### config.mk
export PLATFORM = sky130hd
export DESIGN_NAME = ov7670_reg_sequencer_flat
export DESIGN_NICKNAME = d
export VERILOG_FILES = /design/src/rtl/ov7670_reg_sequencer_pkg.sv /design/src/rtl/ov7670_reg_sequencer_if.sv /design/src/rtl/ov7670_reg_sequencer_rom.sv /design/src/rtl/ov7670_reg_sequencer.sv /design/src/flat_wrapper.sv
export SDC_FILE = /design/constraint.sdc
export NUM_CORES = 1
export LEC_CHECK = 0
export BUFFER_PORTS_ARGS = -buffer_cell sky130_fd_sc_hd__buf_2
export CAP_MARGIN = 20
export CORE_ASPECT_RATIO = 0.7
export CORE_UTILIZATION = 52
export DETAILED_ROUTE_END_ITERATION = 16
export PLACE_DENSITY = 0.85
export SETUP_SLACK_MARGIN = 0.15
export SYNTH_ARGS = -nofsm -noshare
export SYNTH_HDL_FRONTEND = slang
export SYNTH_SLANG_ARGS = --single-unit
### constraint.sdc
create_clock -name clk -period 2.3 [get_ports clk]
set_input_delay 0 -clock clk [delete_from_list [all_inputs] [get_ports clk]]
set_output_delay 0 -clock clk [all_outputs]
set_load 0.005 [all_outputs]
### src/rtl/ov7670_reg_sequencer_pkg.sv
// ov7670_pkg -- shared types and constants for the OV7670 register sequencer.
//   BASE_REGS / NUM_REGS : size of the init table (NUM_REGS grows by 2 when
//                          OV7670_TEST_PATTERN_EN is defined, adding colour bars)
//   reg_entry_t          : one 16-bit {addr,data} table entry
//   state_t              : sequencer FSM encoding
//   REG_*                : OV7670 register addresses used by the table
// Macro: OV7670_TEST_PATTERN_EN (optional test-pattern entries).
package ov7670_pkg;

  localparam int BASE_REGS = 10;
`ifdef OV7670_TEST_PATTERN_EN
  localparam int NUM_REGS  = BASE_REGS + 2;
`else
  localparam int NUM_REGS  = BASE_REGS;
`endif
  localparam int IDX_W     = $clog2(NUM_REGS);

  // COM7 soft reset needs time before the next write lands.
  localparam int COM7_RST_DLY = 10;

  typedef struct packed {
    logic [7:0] addr;
    logic [7:0] data;
  } reg_entry_t;

  typedef enum logic [2:0] {
    RST_PULSE,
    SETTLE,
    ISSUE,
    WAIT,
    NEXT,
    DONE,
    FAIL
  } state_t;

  localparam logic [7:0] REG_COM1        = 8'h04;
  localparam logic [7:0] REG_COM3        = 8'h0C;
  localparam logic [7:0] REG_CLKRC       = 8'h11;
  localparam logic [7:0] REG_COM7        = 8'h12;
  localparam logic [7:0] REG_COM8        = 8'h13;
  localparam logic [7:0] REG_TSLB        = 8'h3A;
  localparam logic [7:0] REG_COM14       = 8'h3E;
  localparam logic [7:0] REG_COM15       = 8'h40;
  localparam logic [7:0] REG_SCALING_XSC = 8'h70;
  localparam logic [7:0] REG_SCALING_YSC = 8'h71;
  localparam logic [7:0] REG_RGB444      = 8'h8C;

endpackage

### src/rtl/ov7670_reg_sequencer_if.sv
// ov7670_reg_sequencer_if -- write-request bus between the sequencer and an
// SCCB master.
//   sccb_req/addr/data : write request, held stable until sccb_done
//   sccb_done          : one-cycle completion pulse from the SCCB master
//   sccb_nack          : valid with sccb_done, camera did not acknowledge
// Modports: master (sequencer side), slave (SCCB master side).
interface ov7670_reg_sequencer_if;
  logic       sccb_req;
  logic [7:0] sccb_addr;
  logic [7:0] sccb_data;
  logic       sccb_done;
  logic       sccb_nack;

  modport master (output sccb_req, sccb_addr, sccb_data,
                  input  sccb_done, sccb_nack);
  modport slave  (input  sccb_req, sccb_addr, sccb_data,
                  output sccb_done, sccb_nack);
endinterface

### src/rtl/ov7670_reg_sequencer_rom.sv
// ov7670_reg_rom -- combinational init table, index in, {addr,data} out.
//   idx_i   : table index (0..NUM_REGS-1)
//   entry_o : register address/data at that index (0 when out of range)
// Macro: OV7670_TEST_PATTERN_EN appends the 8-bar colour-bar entries.
module ov7670_reg_rom
  import ov7670_pkg::*;
(
  input  logic [IDX_W-1:0] idx_i,
  output reg_entry_t       entry_o
);

  always_comb begin
    entry_o = '0;
    case (int'(idx_i))
      0:  entry_o = '{REG_COM7,   8'h80};  // soft reset, all regs to default
      1:  entry_o = '{REG_COM7,   8'h04};  // RGB output
      2:  entry_o = '{REG_CLKRC,  8'h01};
      3:  entry_o = '{REG_COM3,   8'h00};
      4:  entry_o = '{REG_COM14,  8'h00};
      5:  entry_o = '{REG_COM15,  8'hD0};  // RGB565, full range
      6:  entry_o = '{REG_RGB444, 8'h00};
      7:  entry_o = '{REG_COM1,   8'h00};
      8:  entry_o = '{REG_TSLB,   8'h04};
      9:  entry_o = '{REG_COM8,   8'hE7};
`ifdef OV7670_TEST_PATTERN_EN
      10: entry_o = '{REG_SCALING_XSC, 8'h3A};
      11: entry_o = '{REG_SCALING_YSC, 8'hB5};
`endif
      default: entry_o = '0;
    endcase
  end

endmodule

### src/rtl/ov7670_reg_sequencer.sv
// ov7670_reg_sequencer -- powers up an OV7670: pulses its reset, waits for it
// to settle, then writes the init table over SCCB with per-register retries.
//   clk, reset    : core clock, async active-high reset
//   restart       : one-cycle pulse, replays the whole sequence from any state
//   sccb          : write-request bus (master modport)
//   ov7670_reset  : active-low camera reset
//   ov7670_pwrdn  : camera power-down, always 0
//   start_capture : level, all registers written
//   error         : level, a register exhausted its retries
// Parameters: RESET_CYCLES, SETTLE_CYCLES, MAX_RETRY.
// Macro: OV7670_TEST_PATTERN_EN (table length, see ov7670_pkg).
module ov7670_reg_sequencer
  import ov7670_pkg::*;
#(
  parameter int RESET_CYCLES  = 25000,
  parameter int SETTLE_CYCLES = 25000,
  parameter int MAX_RETRY     = 3
) (
  input  logic                          clk,
  input  logic                          reset,
  input  logic                          restart,
  ov7670_reg_sequencer_if.master        sccb,
  output logic                          ov7670_reset,
  output logic                          ov7670_pwrdn,
  output logic                          start_capture,
  output logic                          error
);

  localparam int CNT_MAX_A = (RESET_CYCLES > SETTLE_CYCLES) ? RESET_CYCLES : SETTLE_CYCLES;
  localparam int CNT_MAX   = (CNT_MAX_A > COM7_RST_DLY + 1) ? CNT_MAX_A : COM7_RST_DLY + 1;
  localparam int CNT_W     = $clog2(CNT_MAX + 1);
  localparam int RETRY_W   = (MAX_RETRY > 0) ? $clog2(MAX_RETRY + 1) : 1;

  localparam logic [CNT_W-1:0] RST_LAST = CNT_W'(RESET_CYCLES - 1);
  localparam logic [CNT_W-1:0] SET_LAST = CNT_W'(SETTLE_CYCLES - 1);
  localparam logic [CNT_W-1:0] CNT_TOP  = CNT_W'(CNT_MAX);

  state_t             state_q, state_d;
  logic [CNT_W-1:0]   cnt_q, cnt_d;
  logic [IDX_W-1:0]   idx_q, idx_d;
  logic [RETRY_W-1:0] retry_q, retry_d;
  logic               req_q, req_d;
  logic [7:0]         addr_q, addr_d;
  logic [7:0]         data_q, data_d;
  logic [CNT_W-1:0]   next_last;
  reg_entry_t         rom_entry;

  ov7670_reg_rom u_rom (
    .idx_i   (idx_q),
    .entry_o (rom_entry)
  );

  // After the COM7 soft reset the camera needs extra idle time.
  assign next_last = (idx_q == '0) ? CNT_W'(COM7_RST_DLY) : '0;

  always_ff @(posedge clk or posedge reset) begin
    if (reset) begin
      state_q <= RST_PULSE;
      cnt_q   <= '0;
      idx_q   <= '0;
      retry_q <= '0;
      req_q   <= 1'b0;
      addr_q  <= '0;
      data_q  <= '0;
    end else begin
      state_q <= state_d;
      cnt_q   <= cnt_d;
      idx_q   <= idx_d;
      retry_q <= retry_d;
      req_q   <= req_d;
      addr_q  <= addr_d;
      data_q  <= data_d;
    end
  end

  always_comb begin
    state_d = state_q;
    // Saturating count: it is only meaningful in delay states and never wraps.
    cnt_d   = (cnt_q == CNT_TOP) ? cnt_q : cnt_q + CNT_W'(1);
    idx_d   = idx_q;
    retry_d = retry_q;
    req_d   = req_q;
    addr_d  = addr_q;
    data_d  = data_q;

    if (restart) begin
      // Wins over everything, including a coincident sccb_done.
      state_d = RST_PULSE;
      cnt_d   = '0;
      idx_d   = '0;
      retry_d = '0;
      req_d   = 1'b0;
      addr_d  = '0;
      data_d  = '0;
    end else begin
      unique case (state_q)
        RST_PULSE: if (cnt_q == RST_LAST) begin
          state_d = SETTLE;
          cnt_d   = '0;
        end
        SETTLE: if (cnt_q == SET_LAST) begin
          state_d = ISSUE;
          cnt_d   = '0;
          idx_d   = '0;
        end
        ISSUE: begin
          req_d   = 1'b1;
          addr_d  = rom_entry.addr;
          data_d  = rom_entry.data;
          state_d = WAIT;
        end
        WAIT: if (sccb.sccb_done) begin
          req_d = 1'b0;
          if (!sccb.sccb_nack) begin
            state_d = NEXT;
            retry_d = '0;
            cnt_d   = '0;
          end else if (retry_q < RETRY_W'(MAX_RETRY)) begin
            state_d = ISSUE;
            retry_d = retry_q + RETRY_W'(1);
          end else begin
            state_d = FAIL;
          end
        end
        NEXT: if (cnt_q == next_last) begin
          cnt_d = '0;
          if (idx_q == IDX_W'(NUM_REGS - 1)) begin
            state_d = DONE;
          end else begin
            idx_d   = idx_q + IDX_W'(1);
            state_d = ISSUE;
          end
        end
        DONE, FAIL: ;
        default: state_d = RST_PULSE;
      endcase
    end
  end

  assign sccb.sccb_req  = req_q;
  assign sccb.sccb_addr = addr_q;
  assign sccb.sccb_data = data_q;
  assign ov7670_reset   = (state_q != RST_PULSE);
  assign ov7670_pwrdn   = 1'b0;
  assign start_capture  = (state_q == DONE);
  assign error          = (state_q == FAIL);

endmodule

### src/flat_wrapper.sv
// flat-port wrapper written by rule: the top's interface ports become plain ports
module ov7670_reg_sequencer_flat import ov7670_pkg::*;
#(
  parameter int RESET_CYCLES  = 25000,
  parameter int SETTLE_CYCLES = 25000,
  parameter int MAX_RETRY     = 3
)
  (clk, reset, restart, ov7670_reset, ov7670_pwrdn, start_capture, error, sccb_sccb_req, sccb_sccb_addr, sccb_sccb_data, sccb_sccb_done, sccb_sccb_nack);
  ov7670_reg_sequencer_if sccb_i ();
  input  logic clk;
  input  logic reset;
  input  logic restart;
  output logic ov7670_reset;
  output logic ov7670_pwrdn;
  output logic start_capture;
  output logic error;
  output wire logic [$bits(sccb_i.sccb_req)-1:0] sccb_sccb_req;
  output wire logic [$bits(sccb_i.sccb_addr)-1:0] sccb_sccb_addr;
  output wire logic [$bits(sccb_i.sccb_data)-1:0] sccb_sccb_data;
  input wire logic [$bits(sccb_i.sccb_done)-1:0] sccb_sccb_done;
  input wire logic [$bits(sccb_i.sccb_nack)-1:0] sccb_sccb_nack;
  assign sccb_sccb_req = sccb_i.sccb_req;
  assign sccb_sccb_addr = sccb_i.sccb_addr;
  assign sccb_sccb_data = sccb_i.sccb_data;
  assign sccb_i.sccb_done = sccb_sccb_done;
  assign sccb_i.sccb_nack = sccb_sccb_nack;
  ov7670_reg_sequencer #(.RESET_CYCLES(RESET_CYCLES), .SETTLE_CYCLES(SETTLE_CYCLES), .MAX_RETRY(MAX_RETRY)) u_core (.clk(clk), .reset(reset), .restart(restart), .sccb(sccb_i), .ov7670_reset(ov7670_reset), .ov7670_pwrdn(ov7670_pwrdn), .start_capture(start_capture), .error(error));
endmodule
-- After elaboration in Yosys (flattened, before gate mapping)
Memories as Yosys holds them, arrays and structs flattened.
Index checks and enable logic that the tools add are counted.
- memories kept: 1
- memory bits (read-only): 240
- word-level logic and storage cells: 77
- register bits after elaboration: 41
- output and inout bits: 21
- bits of input ports: 5
- reduce and logical (&&, ||, !) cells: 14
- magnitude comparators: 1
- equal/unequal tests: 17
- add/sub/neg operators: 3
- mux-type cells: 34
- memory list (memory ; words ; width ; read ports ; clocked after memory_dff ; wr ports ; RTL line ; source):
    (no name shown) ; 16 ; 15 ; 1 ; 0 ; 0 ; ov7670_reg_sequencer_rom.sv:14 ; case (int'(idx_i))
- operators by type and width (kind ; number):
    $mux W15 ; 6
    $pmux W15 S3 ; 1
    $mux W8 ; 4
    $eq A15 B15 Y1 const B ; 2
    $mux W3 ; 8
    $mux W4 ; 5
    $pmux W3 S6 ; 1
    $add A15 B1 Y15 const B ; 1
    $eq A15 B15 Y1 ; 1
    $ne A3 B2 Y1 const B ; 4
    $mux W2 ; 5
    $eq A3 B3 Y1 const B ; 3
    $reduce_bool A3 Y1 ; 3
    $pmux W4 S2 ; 1
    $eq A3 B2 Y1 const B ; 2
    $ne A3 B3 Y1 const B ; 2
    $reduce_bool A2 Y1 ; 3
    $reduce_and A5 Y1 ; 1
    $add A4 B1 Y4 const B ; 1
    $eq A4 B4 Y1 const B ; 1
    $logic_not A4 Y1 ; 1
    $reduce_and A4 Y1 ; 1
    $reduce_or A2 Y1 ; 2
    $eq A3 B1 Y1 const B ; 1
    other kinds (8) ; 9

-- Depth between registers and ports, before layout
- word-level depth: 6
- mapped depth: 9
- mapped depth without buffers: 7

-- Hierarchy
Synthesis repeated with hierarchy kept, for this count alone.
- cells, all modules: 284
- area total of the unflattened synthesis: 2487.4 um^2
- modules (own cells, without submodules) (module ; cells an instance ; area an instance (um^2) ; sequential area each (um^2) ; times used):
    ov7670_reg_sequencer ; 251 ; 2248.4 ; 1026.0 ; 1
    ov7670_reg_rom ; 33 ; 239.0 ; 0.0 ; 1

-- Worst setup path after synthesis
Ideal clock, no wire load.
- path type: register to register
- start: register u_core.idx_q[1]
- end: register u_core.cnt_q[4]
- cell stages (with the launch flop): 10
- data arrival time: 2128 ps
- period minus slack after synthesis: 2199 ps
- path buffers: 2
- path slack: 101 ps
- required time: 2229 ps
- cell sequence: dfrtp_1 > inv_1 > ha_1 > nor3b_1 > mux2_2 > a41o_2 > and3_1 > buf_6 > buf_8 > nor2_1
- cells in the longest elaborated chain, start to end: 6
- RTL lines (item ; RTL line ; source):
    start: declaration ; ov7670_reg_sequencer.sv:40 ; logic [IDX_W-1:0] idx_q, idx_d;
    start signal: assignment ; ov7670_reg_sequencer.sv:68 ; idx_q <= idx_d;
    $logic_not A4 Y1 ; ov7670_reg_sequencer.sv:54 ; assign next_last = (idx_q == '0) ? CNT_W'(COM7_RST_DLY) : '0;
    $mux W4 ; ov7670_reg_sequencer.sv:54 ;
    $eq A15 B15 Y1 ; ov7670_reg_sequencer.sv:125 ; NEXT: if (cnt_q == next_last) begin
    $mux W15 ; ov7670_reg_sequencer.sv:125 ;
    $pmux W15 S3 ; ov7670_reg_sequencer.sv:96 ; unique case (state_q)
    $mux W15 ; ov7670_reg_sequencer.sv:86 ; if (restart) begin
    named net u_core.cnt_d[4] ; ov7670_reg_sequencer.sv:39 ; logic [CNT_W-1:0] cnt_q, cnt_d;
    end signal: assignment ; ov7670_reg_sequencer.sv:67 ; cnt_q <= cnt_d;
    end: declaration ; ov7670_reg_sequencer.sv:39 ;
The timed path passes the listed nets, and every way through them passes these cells.
A chain may end at the register's enable or synchronous reset.

-- Worst setup path in the final report
- start: register u_core.cnt_q[0]
- end: register u_core.idx_q[3]
- cells in the longest elaborated chain, start to end: 3
- elaborated cells between the ends (all ways): 5
- classes of those cells: eq/ne: 4; reduce/logical: 1
- RTL lines (item ; RTL line):
    $eq A15 B15 Y1, on equally long branches ; ov7670_reg_sequencer.sv:125, ov7670_reg_sequencer.sv:101
    $ne A3 B2 Y1 (no line) ; -
    $reduce_and A4 Y1 (no line) (*) ; -
Every way passes the cells marked *; elsewhere a longest branch is shown, timed or not.

==> results.py <==
metrics = {
    "run_status": {
        "outcome": "complete, no violations",
    },
    "grt": {
        "grt_max_degree": 38,
        "antenna_found_initial": 0,
        "grt_pass1_vias": 1732,
        "grt_usage_pct": 23.0,
        "grt_first_pass_wirelength_um": 8070,
        "grt_overflow": 0,
    },
    "logic_synthesis": {
        "ys.flop_type": "dfrtp_1",
        "yosys.area.top_type": "dfrtp_1",
        "yosysUniqueCellTypes": 44,
        "yosysMostFrequentCell": "nor2_1",
        "async_reset_ff_share_pct": 100,
        "yosysTopAreaCellShare_pct": 40.9,
        "seq_area_frac_synth_pct": 40.9,
        "synthTopCellsByCount": "43 x nor2_1, 37 x dfrtp_1, 18 x nand2_1, 12 x a21oi_1, 11 x nand3_1",
        "synth-edff-count": 0,
        "ys_top_cells_by_area": "dfrtp_1 41%, nor2_1 7.1%, ha_1 3.9%",
        "post_synth_inst_count": 250,
        "syn_area_um2": 2260,
        "ys_warn_count": 0,
        "synth_area_per_cell_um2": 9.06,
        "ys_seq_elements": 37,
    },
    "sta": {
        "fin_crit_ps": 2060,
        "setup_ws_ps": 244,
        "setup_viol_count_final": 0,
        "skew_ps": 9.25,
        "max_slew.worst_pin.slew_ps": 558,
        "hold_viol_final": 0,
        "slew-limit-headroom_pct": 62.5,
        "fmaxAchievable_mhz": 486,
        "slew_viol_final": 0,
        "layout_worst_path_cycle_share_pct": 89.4,
        "tns_ps": 0,
        "rsz0062_at_grt": "no",
    },
    "worst_setup_path": {
        "crit_buf_inv": 0,
        "critPathLaunchType": "flop",
        "r2r_start": "u_core.cnt_q[0]",
        "reg2regPathDepth": 6,
        "critPathTopFamily": "simple AND/OR/NAND/NOR gates",
        "ff2ff_setup_slack_ps": 240,
        "cp.arrival_ps": 2240,
        "slowest_stage": "or4_4",
        "crit_chain": "ha_1, nand3b_1, or4_4, a31oi_4, nand2_4, a22o_1",
        "r2r_end": "u_core.idx_q[3]",
        "cp.required_ps": 2480,
        "critPathCaptureType": "flop",
        "critPathMaxFanout": 7,
        "crit_path_max_incr_delay_ps": 580,
        "crit_type": "flop to flop",
    },
    "final_layout": {
        "nNetsFinal": 292,
        "n_antenna_cell": 0,
        "final_cells": 333,
        "drive_gt1_share_pct": 22.4,
        "stdcell_area_um2": 2640,
        "area_delta_synth_final_pct": 16.4,
    },
    "detailed_routing": {
        "via_per_inst": 5.60,
        "drtAntennaViolNets": 0,
        "vias": 1866,
        "drtIter0Drc": 113,
        "wl_per_cell_um": 14.4,
        "dr.pass1.iters": 4,
        "routed_wirelength_um": 4810,
        "post-route-drc-count": 0,
    },
    "die": {
        "die_y_um": 57.2,
        "num_io_pins": 26,
        "dieArea_um2": 4630,
        "die_w_um": 80.9,
        "core-area_um2": 4040,
        "start_util_pct": 56.0,
        "rows": 19,
    },
    "power": {
        "p_per_area_nw_per_um2": 755,
        "max-vdd-ir-drop_mv": 0.575,
        "p_leak_uw": 0.00119,
        "power_uw": 1990,
    },
    "cts": {
        "cts_tree": "built",
        "cts.sink_count": 37,
        "path_clk_slew_ps": 80,
        "ctsLongestPathBuffers": 2,
        "cts_buffers": 5,
        "clk_latency_ps": 290,
        "cts_root_buf": "clkbuf_8",
        "htreeDepth": 2,
    },
    "placed_design": {
        "post-dp-hpwl_um": 3400,
        "numPortBuffers": 23,
        "postPlaceCellArea_um2": 2470,
        "gp_congestion": 0.824,
        "dp_slack_ps": 133,
        "dpl.cell_count": 323,
    },
    "min_path": {
        "holdPathEnd": "u_core.retry_q[1]",
        "hp-class": "input pin to flop",
        "whs_path_depth": 3,
        "min_from": "sccb_sccb_nack",
    },
    "run": {
        "max-cap-violations": 0,
    },
}
[cell families (layout without fill, tap and decap cells)]
| family | after synthesis | count (layout) | synth area share [%] |
|---|---|---|---|
| AO/OA/AOI/OAI | 36 | 36 | 10.9 |
| XOR/XNOR | 14 | 14 | 5.41 |
| adder cells (fa/ha/maj) | 7 | 7 | 3.87 |
| buffers and inverters | 25 | 55 | 5.86 |
| flip-flops | 37 | 37 | 40.9 |
| multiplexers | 13 | 13 | 6.02 |
| other | 1 | 2 | 0.166 |
| AND/OR/NAND/NOR | 117 | 117 | 26.9 |
[layer usage]
| layer | global-route usage (%) | up-vias | part of all wire, % |
|---|---|---|---|
| li1 | - | 912 | - |
| met4 | 6.12 | 0 | 0.87 |
| met1 | 33.6 | 905 | 49 |
| met2 | 34.9 | 44 | 46 |
| met3 | 4.80 | 5 | 4.2 |
| met5 | 0 | - | 0 |
[area by class of cell]
type / count / area, um^2
fillers: 322 / 1410
multi-input cells: 189 / 1230
flip-flops and latches: 37 / 926
repair buffers: 39 / 250
clock buffers: 5 / 68.8
clock inverters: 3 / 65.1
well taps: 52 / 65.1
inverters: 8 / 30.0
[cell usage in the layout, fill, tap and decap left out, types with 2 or more instances in the layout]
cell       instances
buf_4             14
a21oi_1           12
o21a_1             2
clkbuf_8           5
or4_4              2
nor3_1             8
conb_1             2
dfrtp_1           37
o21ai_0            6
nand2_1           18
mux2_2             4
nor2b_1            4
a22oi_1            4
inv_2              2
ha_1               6
nand3_1           11
a211oi_1           2
nor4_1             3
bufinv_16          2
and2_1             2
xor2_1             8
a22o_1             2
o211ai_1           3
mux2i_1            8
nand2b_1           5
buf_2             23
nand3b_1           4
inv_1              6
xnor2_1            6
nor2_1            43
nand4_1            5
or3_1              2
nor3b_1            3
[registers in the layout, summed over array words and instances (netlist names)]
| register | cells |
|---|---|
| u_core.state_q | 3 |
| u_core.sccb.sccb_data | 4 |
| u_core.sccb.sccb_addr | 8 |
| u_core.retry_q | 2 |
| u_core.cnt_q | 15 |
| u_core.idx_q | 4 |
| u_core.sccb.sccb_req | 1 |
[stage by stage]
stage / hold slack (ps) / util (%)
2_1_floorplan: 157 / -
3_3_place_gp: 133 / 61.0
3_5_place_dp: 136 / 61.0
4_1_cts: 28.2 / 64.8
5_1_grt: 55.6 / 65.2
6_report: 32.0 / 65.2
[worst register-to-register path, stage by stage, from the launching register on]
cell and delay, ps:
dfrtp_1 480, ha_1 250, nand3b_1 110, or4_4 580, a31oi_4 200, nand2_4 100
a22o_1 240
[what timing repair did]
item	CTS	global route
resized for setup	0	3
hold buffers	1	0
endpoints found under the setup margin	1	18
pin swaps	2	0
hold endpoints to repair	37	0
setup buffers	1	0
[worst max-delay path by stage]
stage                                start                 to  slack [ps]  cells after the start
after floorplan            u_core.cnt_q[9]    u_core.idx_q[3]         150                      5
after global placement    u_core.cnt_q[11]    u_core.idx_q[3]         170                      5
after detailed placement  u_core.cnt_q[11]    u_core.idx_q[3]         130                      5
after CTS                  u_core.idx_q[0]  u_core.state_q[1]         160                      7
after global routing       u_core.cnt_q[0]    u_core.idx_q[3]         160                      6
final                      u_core.cnt_q[0]    u_core.idx_q[3]         240                      6
[where the power goes]
part	switching [uW]	total, uW	internal, uW
registers	79.2	788	708
logic	301	542	241
clock network	230	660	431
No activity file was read; power rests on OpenSTA's default activity.
